**config.mk**
```make
export PLATFORM = sky130hd
export DESIGN_NAME = bsg_manycore_endpoint_credited
export DESIGN_NICKNAME = d
export VERILOG_FILES = /design/src/rtl/bsg_manycore_endpoint_credited.sv
export SDC_FILE = /design/constraint.sdc
export NUM_CORES = 1
export LEC_CHECK = 0
export CAP_MARGIN = 20
export CORE_ASPECT_RATIO = 0.7
export CORE_MARGIN = 2
export CORE_UTILIZATION = 49
export CTS_CLUSTER_DIAMETER = 30
export DETAILED_ROUTE_END_ITERATION = 16
export PLACE_DENSITY = 0.82
export SKIP_CTS_REPAIR_TIMING = 1
export SYNTH_ARGS = -nofsm -noshare
export SYNTH_HDL_FRONTEND = slang
export SYNTH_SLANG_ARGS = --single-unit
```
**constraint.sdc**
```tcl
create_clock -name clk_i -period 4.91 [get_ports clk_i]
set_input_delay 0.491 -clock clk_i [delete_from_list [all_inputs] [get_ports clk_i]]
set_output_delay 0.491 -clock clk_i [all_outputs]
set_load 0.05 [all_outputs]
```
**src/rtl/bsg_manycore_endpoint_credited.sv**
```systemverilog
// Manycore link endpoint: splits one link into in/out request and response streams,
// tracks outstanding-request credits and flags protocol errors (sticky until reset).
module bsg_manycore_endpoint_credited #(
  parameter int unsigned x_cord_width_p    = 4,
  parameter int unsigned y_cord_width_p    = 4,
  parameter int unsigned data_width_p      = 32,
  parameter int unsigned addr_width_p      = 32,
  parameter int unsigned fwd_fifo_els_p    = 2,
  parameter int unsigned rev_fifo_els_p    = 16,
  parameter int unsigned max_out_credits_p = 16,
  // request = op/mask(4) + addr + data + src/dst coords; response = type(2) + data + dst coords
  localparam int unsigned packet_width_lp        = 4 + addr_width_p + data_width_p
                                                   + 2 * (x_cord_width_p + y_cord_width_p),
  localparam int unsigned return_packet_width_lp = 2 + data_width_p + x_cord_width_p + y_cord_width_p,
  localparam int unsigned link_sif_width_lp      = packet_width_lp + return_packet_width_lp + 4,
  localparam int unsigned credit_width_lp        = $clog2(max_out_credits_p + 1)
) (
  input  logic                              clk_i,
  input  logic                              reset_n_i,
  input  logic [link_sif_width_lp-1:0]      link_sif_i,
  output logic [link_sif_width_lp-1:0]      link_sif_o,
  output logic [packet_width_lp-1:0]        packet_o,
  output logic                              packet_v_o,
  input  logic                              packet_yumi_i,
  input  logic [return_packet_width_lp-1:0] return_packet_i,
  input  logic                              return_packet_v_i,
  output logic                              return_packet_ready_o,
  input  logic [packet_width_lp-1:0]        packet_i,
  input  logic                              packet_v_i,
  output logic                              packet_ready_o,
  output logic [return_packet_width_lp-1:0] return_packet_o,
  output logic                              return_packet_v_o,
  input  logic                              return_packet_yumi_i,
  output logic [credit_width_lp-1:0]        out_credits_used_o,
  output logic                              idle_o,
  output logic                              protocol_error_o
);
  localparam int unsigned PW = packet_width_lp;
  localparam int unsigned RW = return_packet_width_lp;

  // Link layout, MSB first: {fwd.v, fwd.data, fwd.ready_and_rev, rev.v, rev.data, rev.ready_and_rev}
  logic          w_in_fwd_v, w_in_fwd_ready, w_in_rev_v, w_in_rev_ready;
  logic [PW-1:0] w_in_fwd_data;
  logic [RW-1:0] w_in_rev_data;

  assign w_in_fwd_v     = link_sif_i[RW+PW+3];
  assign w_in_fwd_data  = link_sif_i[RW+PW+2:RW+3];
  assign w_in_fwd_ready = link_sif_i[RW+2];
  assign w_in_rev_v     = link_sif_i[RW+1];
  assign w_in_rev_data  = link_sif_i[RW:1];
  assign w_in_rev_ready = link_sif_i[0];

  logic                       w_fwd_full, w_fwd_v, w_fwd_ready, w_fwd_enq, w_fwd_deq;
  logic                       w_rev_full, w_rev_v, w_rev_enq, w_rev_drop, w_ret_deq;
  logic                       w_credit_avail, w_send, w_out_fwd_v, w_underflow, w_yumi_err;
  logic [credit_width_lp-1:0] r_credits;
  logic                       r_error;

  assign w_fwd_ready = reset_n_i & ~w_fwd_full;
  assign w_fwd_enq   = w_in_fwd_v & w_fwd_ready;
  assign packet_v_o  = reset_n_i & w_fwd_v;
  assign w_fwd_deq   = packet_yumi_i & packet_v_o;

  bsg_mce_fifo #(.width_p(PW), .els_p(fwd_fifo_els_p)) fwd_fifo (
    .clk_i, .reset_n_i, .enq_i(w_fwd_enq), .deq_i(w_fwd_deq), .data_i(w_in_fwd_data),
    .data_o(packet_o), .v_o(w_fwd_v), .full_o(w_fwd_full)
  );

  // Responses are always accepted; a full FIFO only takes one when it is also draining.
  assign return_packet_v_o = reset_n_i & w_rev_v;
  assign w_ret_deq         = return_packet_yumi_i & return_packet_v_o;
  assign w_rev_enq         = reset_n_i & w_in_rev_v & (~w_rev_full | w_ret_deq);
  assign w_rev_drop        = reset_n_i & w_in_rev_v & w_rev_full & ~w_ret_deq;

  bsg_mce_fifo #(.width_p(RW), .els_p(rev_fifo_els_p)) rev_fifo (
    .clk_i, .reset_n_i, .enq_i(w_rev_enq), .deq_i(w_ret_deq), .data_i(w_in_rev_data),
    .data_o(return_packet_o), .v_o(w_rev_v), .full_o(w_rev_full)
  );

  assign w_credit_avail = r_credits < credit_width_lp'(max_out_credits_p);
  assign packet_ready_o = reset_n_i & w_in_fwd_ready & w_credit_avail;
  assign w_send         = packet_v_i & packet_ready_o;
  assign w_out_fwd_v    = reset_n_i & packet_v_i & w_credit_avail;

  assign return_packet_ready_o = w_in_rev_ready;
  assign link_sif_o = {w_out_fwd_v, packet_i, w_fwd_ready,
                       return_packet_v_i, return_packet_i, reset_n_i};

  assign w_underflow = w_ret_deq & ~w_send & (r_credits == '0);
  assign w_yumi_err  = (packet_yumi_i & ~packet_v_o) | (return_packet_yumi_i & ~return_packet_v_o);

  // Credits return when the response is consumed, not when it arrives.
  always_ff @(posedge clk_i) begin
    if (!reset_n_i) begin
      r_credits <= '0;
      r_error   <= 1'b0;
    end else begin
      if (w_send & ~w_ret_deq)
        r_credits <= r_credits + credit_width_lp'(1);
      else if (~w_send & w_ret_deq & (r_credits != '0))
        r_credits <= r_credits - credit_width_lp'(1);
      r_error <= r_error | w_rev_drop | w_underflow | w_yumi_err;
    end
  end

  assign out_credits_used_o = r_credits;
  assign idle_o             = ~reset_n_i | (r_credits == '0);
  assign protocol_error_o   = r_error;
endmodule

// Simple circular FIFO; head is visible the cycle after enqueue, enq+deq allowed together.
module bsg_mce_fifo #(
  parameter int unsigned width_p = 8,
  parameter int unsigned els_p   = 2
) (
  input  logic               clk_i,
  input  logic               reset_n_i,
  input  logic               enq_i,
  input  logic               deq_i,
  input  logic [width_p-1:0] data_i,
  output logic [width_p-1:0] data_o,
  output logic               v_o,
  output logic               full_o
);
  localparam int unsigned PTR_W = (els_p > 1) ? $clog2(els_p) : 1;
  localparam int unsigned CNT_W = $clog2(els_p + 1);

  logic [width_p-1:0] r_mem [els_p];
  logic [PTR_W-1:0]   r_rd, r_wr;
  logic [CNT_W-1:0]   r_cnt;

  always_ff @(posedge clk_i) begin
    if (enq_i) r_mem[r_wr] <= data_i;
  end

  always_ff @(posedge clk_i) begin
    if (!reset_n_i) begin
      r_rd  <= '0;
      r_wr  <= '0;
      r_cnt <= '0;
    end else begin
      if (enq_i) r_wr <= (r_wr == PTR_W'(els_p - 1)) ? '0 : r_wr + PTR_W'(1);
      if (deq_i) r_rd <= (r_rd == PTR_W'(els_p - 1)) ? '0 : r_rd + PTR_W'(1);
      case ({enq_i, deq_i})
        2'b10:   r_cnt <= r_cnt + CNT_W'(1);
        2'b01:   r_cnt <= r_cnt - CNT_W'(1);
        default: r_cnt <= r_cnt;
      endcase
    end
  end

  assign data_o = r_mem[r_rd];
  assign v_o    = (r_cnt != '0);
  assign full_o = (r_cnt == CNT_W'(els_p));
endmodule
```
Word level (Yosys, flattened, before mapping). Memory sizes are Yosys's and may differ from the RTL's. A register that Yosys moved wholly into a read port is not among the register bits. Cells that the tools add are included.

Add/sub/neg operators: 10. $lt $le $gt $ge: 1. Equality and inequality tests: 8. Multiplexer cells: 16. Bitwise logic cells: 34. Reductions and logical operators: 7.

Operators by type and width (number): bitwise AND 1 bit (21); 2-to-1 mux 4 bit (4); adder 5 x 1 -> 5 bit (second input constant) (2); 2-to-1 mux 5 bit (2); one-hot mux 5 bit (2 select lines) (1); nonzero test 5 bit (2); subtractor 5 x 1 -> 5 bit (second input constant) (2); adder 4 x 1 -> 4 bit (second input constant) (2); == test 4 bit (second input constant) (2); 2-to-1 mux 1 bit (8); nonzero test 2 bit (4); inverter 1 bit (7); == test 2 bit (second input constant) (3); OR 1 bit (6); == test 5 bit (second input constant) (1); logical NOT 5 bit (1); < comparator 5 bit (second input constant) (1); == test 2 x 1 -> 1 bit (second input constant) (2); one-hot mux 2 bit (2 select lines) (1); adder 1 bit (second input constant) (2); adder 2 x 1 -> 2 bit (second input constant) (1); subtractor 2 x 1 -> 2 bit (second input constant) (1).

Bits in registers: 23. Memory bits (writable): 840. Input bits: 262. Output and inout bits: 267. Word-level logic and storage cells: 86. Memories kept: 2.

Memory list: rev_fifo.r_mem (words 16, width 42, rd ports 1, clocked after Yosys merged registers in 1, write ports 1, line 128) `logic [width_p-1:0] r_mem [els_p];`; fwd_fifo.r_mem (words 2, width 84, rd ports 1, clocked after Yosys merged registers in 1, write ports 1, line 128).

Longest topological paths before layout. Gate-level depths: netlist (run 1).

Depth in word-level cells: 8. Depth in mapped cells: 15. Gate-level depth less buffers: 10.

Cells and area by module. A second synthesis (run 1) with hierarchy kept.

Cells, all modules: 1609. Area total of the unflattened synthesis: 33811.2 um2.

By module, submodules not included: bsg_mce_fifo (rev_fifo) (instances 1, cells an instance 1142, area an instance 26076.3 um2, seq. area each 20519.7 um2); bsg_mce_fifo (fwd_fifo) (instances 1, cells an instance 283, area an instance 6269.8 um2, seq. area each 5144.9 um2); bsg_manycore_endpoint_credited (instances 1, cells an instance 184, area an instance 1465.2 um2, seq. area each 120.1 um2).

Least setup slack after synthesis (run 1). No wires, ideal clock.

Kind: input port to flip-flop. Start point: in reset_n_i. End point: mem fwd_fifo.r_mem[0][0] in the netlist's numbering, enable pin. Setup time: 527 ps. Arrival time: 4488 ps. Data required time: 4383 ps. Path slack: -106 ps. Stages on the path: 3. Path buffers: 1. Cells stage by stage: clkbuf_1 > o211ai_1 > nor2_1.

Word-level cells in the longest chain between the ends: 4.

Ends and longest elaborated chain: start: declaration (line 19) `input logic reset_n_i,`; bitwise AND 1 bit (line 59) `assign w_fwd_ready = reset_n_i & ~w_fwd_full;`; bitwise AND 1 bit (line 60) `assign w_fwd_enq = w_in_fwd_v & w_fwd_ready;`; 2-to-1 mux 1 bit (line 133) `if (enq_i) r_mem[r_wr] <= data_i;`; 2-to-1 mux 1 bit (implied by the code) (line 133); end: declaration (line 128).

No other way between the ends.

==> results by group, run 1 <==
Synthesis
  – Post-Syn Area: 33830 µm²
  – Library cells used by synthesis: 51
  – Syn nets: 1799
  – Synth Area in XOR/XNOR: 0.2848%
  – Yosys warning count: 0
  – Synth Area in Adders: 0.5400%
  – Most common cell in the synthesized netlist: edfxtp_1
  – Average cell area after synthesis: 22.21 µm²
  – Post-synth EDFFs: 840
  – Top-area cell type share of the netlist area: 74.56%
  – Synth Area in Compound Gates: 0.8654%
  – Synth Area in Simple Gates: 1.254%
  – Area leader, netlist: edfxtp_1
  – FFs w/ async S/R, synth: 0%
  – Top FF cell, synth: edfxtp_1
  – Synthesized flop and latch total: 868
  – Post-synthesis sequential area ratio: 76.22%
  – Most frequent cells after synthesis: edfxtp_1 (840), mux4_2 (210), buf_4 (131)
  – Main combinational cell family by area after synthesis: multiplexers
  – Most area-consuming cells after synthesis: edfxtp_1 (75%), mux4_2 (14%), buf_4 (2.9%), mux2_2 (2.8%), dfxtp_1 (1.7%)
  – Mux contribution to synthesized area: 17.00%
  – Mapped Cells: 1523

Route
  – Drt pass-1 iters: 5
  – Initial detailed-routing violation count: 1596
  – Wire per inst: 27.53 µm
  – Final wirelength: 75770 µm
  – DRT antenna net count: 0
  – Via density: 5.844
  – DRC: 0
  – Vias post-DR: 16080

Setup path
  – Slowest CP cell: dfxtp_4
  – Worst Path Required: 4.42 ns
  – Worst path most repeated cell: mux4_2
  – Crit path DAT: 3.75 ns
  – Worst path cell trace: buf_4 > mux4_2 > mux4_2 > clkdlybuf4s50_1
  – Critical Path Start Type: flop
  – Crit path kind: reg -> out
  – Crit Path Max Fanout: 30
  – CP bufs+invs: 2
  – Slowest stage delay, CP: 0.78 ns
  – Worst Setup End Kind: primary output
  – Top delay family on crit path: buffers and inverters

STA
  – Slew margin rel.: 31.06%
  – Final Hold Violating Endpoints: 0
  – Max-slew violation count: 0
  – FMAX: 0.2359 GHz
  – Worst Skew: 0.03479 ns
  – Final period utilization: 86.34%
  – Worst Tran Pin Value: 1.034 ns
  – Worst setup margin: 0.6706 ns
  – TNS Setup: 0 ns
  – RSZ-0062 raised after global routing: false
  – Final Setup Violations: 0
  – Min cycle time layout: 4.239 ns

Floorplanning
  – Die height: 223.8 µm
  – Die Area: 71190 µm²
  – # IOs: 529
  – Core Region: 68270 µm²
  – Initial Utilization: 49.56%
  – Row count: 80
  – Die Wd: 318.1 µm

CTS
  – Root Driver: clkbuf_16
  – CTS clk-pin slew, worst paths: 0.05 ns
  – Worst-Skew Late Latency: 0.68 ns
  – Worst-case clock buffer depth: 3
  – TritonCTS clock tree: done
  – # clock sinks: 868
  – CTS buffer count: 115
  – CTS H-tree depth: 3

Cells and area
  – Share of cells above drive strength 1: 30.02%
  – Area growth syn-to-layout: 20.64%
  – FF/Latch Area: 25800 µm²
  – FILL cells: 4658
  – Nets: 2025
  – Final instance area: 40820 µm²
  – Multi-input logic area: 6798 µm²

Placed design
  – Setup WS pre-CTS: 1.304 ns
  – Dpl hpwl: 41300 µm
  – DP Area: 36930 µm²
  – GP Congestion: 0.7716
  – PortBufs: 272

Pwr
  – Pwr dens: 457.1 nW/µm²
  – Pleak: 12.86 nW
  – Max VDD drop: 0.0004136 V

Job
  – Max capacitance violation total: 0

Global route
  – Initial antenna violation count: 3
  – Largest net degree at the start of global routing: 74
  – Total grt overflow: 0
  – Global Route Usage Sum: 21.35%
  – Vias in the first global route: 17000
  – First-pass GRT wire length: 111700 µm

Min path
  – HP Class: in -> reg

Outcome
  – Outcome: finished clean
-- path summary, 6_finish.rpt --
check	startpoint	end	slack, ns	cells past startpoint
worst max-delay path	flop	return_packet_o[3]	0.67	4
worst min-delay path	link_sif_i[102]	fwd_fifo.r_mem[1][57]	0.41	1
worst max register to register	rev_fifo.r_cnt[2]	rev_fifo.r_cnt[4]	1.60	9
worst min register to register	rev_fifo.r_rd[1]	flop	0.50	2
-- power breakdown --
group | switching [mW] | total, mW | internal, mW
sequential | 0.119 | 8.39 | 8.27
clock | 3.27 | 8.22 | 4.96
combinational | 1.16 | 2.05 | 0.888
-- flip-flops by register name (all words and copies together), names as in the netlist, named ones only --
| register | cells |
|---|---|
| protocol_error_o | 1 |
| rev_fifo.r_cnt | 5 |
| out_credits_used_o | 5 |
| rev_fifo.r_wr | 4 |
| fwd_fifo.r_wr | 1 |
| rev_fifo.r_rd | 4 |
| fwd_fifo.r_mem | 168 |
| rev_fifo.r_mem | 672 |
| fwd_fifo.r_rd | 1 |
| fwd_fifo.r_cnt | 2 |
-- through the flow --
| step | std cells | hold WS, ns | util (%) | power [mW] |
|---|---|---|---|---|
| global placement | 2534 | 0.4766 | 54.10 | 10.53 |
| finish | 2752 | 0.4076 | 59.79 | 18.66 |
| global route | 2751 | 0.3643 | 59.79 | 19.21 |
| floorplan | 1523 | 0.4599 | - | 10.17 |
| CTS | 2751 | 0.3620 | 59.79 | 18.81 |
| detailed placement | 2534 | 0.4866 | 54.10 | 10.59 |
-- layout make-up --
class / instances / share of cell area, %
Multi-Input combinational cell: 445 / 16.65
Sequential cell: 868 / 63.21
Antenna cell: 1 / 0.006131
Tap cell: 902 / 2.765
Inverter: 10 / 0.09810
Clock buffer: 128 / 7.170
Timing Repair Buffer: 309 / 7.750
Clock inverter: 89 / 2.342
-- layer usage --
layer / wire [µm] / part of all wire [%] / GRT usage (%) / vias to the layer above
met5: 60 / 0.079 / 0.6734 / -
met4: 1502 / 2.0 / 5.733 / 6
met3: 6865 / 9.1 / 6.645 / 112
met2: 37910 / 50 / 34.88 / 848
met1: 29430 / 39 / 28.00 / 8453
li1: - / - / - / 6665
-- logic make-up (layout without fill, tap and decap cells) --
kind of cell	Yosys count	after routing
AOI/OAI and AO/OA	42	42
xor gates and xnor gates	11	11
adders and majority gates	14	14
buffers and inverters	210	536
DFF	868	868
muxes	301	301
other	0	1
and+or+nand+nor	77	77
-- placed cells by master (no fill, tap or decap), types with 12 or more instances in the layout --
cell / n
nand2_1: 12
mux4_2: 210
clkbuf_1: 13
a21oi_1: 13
dfxtp_1: 23
edfxtp_1: 840
clkbuf_16: 115
clkinvlp_4: 17
clkinv_2: 15
clkinv_4: 17
buf_12: 13
and3_2: 13
buf_4: 24
nor2_1: 15
clkdlybuf4s50_1: 272
inv_6: 14
ha_1: 13
mux2_2: 84
(Power assumes the default switching activity.)
==> inputs of run 2 (changes only) <==
--- a/config.mk
+++ b/config.mk
@@ -5,7 +5,6 @@
 export SDC_FILE = /design/constraint.sdc
 export NUM_CORES = 1
 export LEC_CHECK = 0
-export CAP_MARGIN = 20
 export CORE_ASPECT_RATIO = 0.7
 export CORE_MARGIN = 2
 export CORE_UTILIZATION = 49
==> results of run 2 <==
Final layout, timing and power as in run 1 (identical DEF).
==> inputs of run 3 (changes only) <==
--- a/config.mk
+++ b/config.mk
@@ -11,7 +11,9 @@
 export CTS_CLUSTER_DIAMETER = 30
 export DETAILED_ROUTE_END_ITERATION = 16
 export PLACE_DENSITY = 0.82
+export SETUP_SLACK_MARGIN = 0.2
 export SKIP_CTS_REPAIR_TIMING = 1
 export SYNTH_ARGS = -nofsm -noshare
 export SYNTH_HDL_FRONTEND = slang
 export SYNTH_SLANG_ARGS = --single-unit
+export TNS_END_PERCENT = 10
==> results of run 3 <==
Final layout, timing and power as in run 1 (identical DEF).
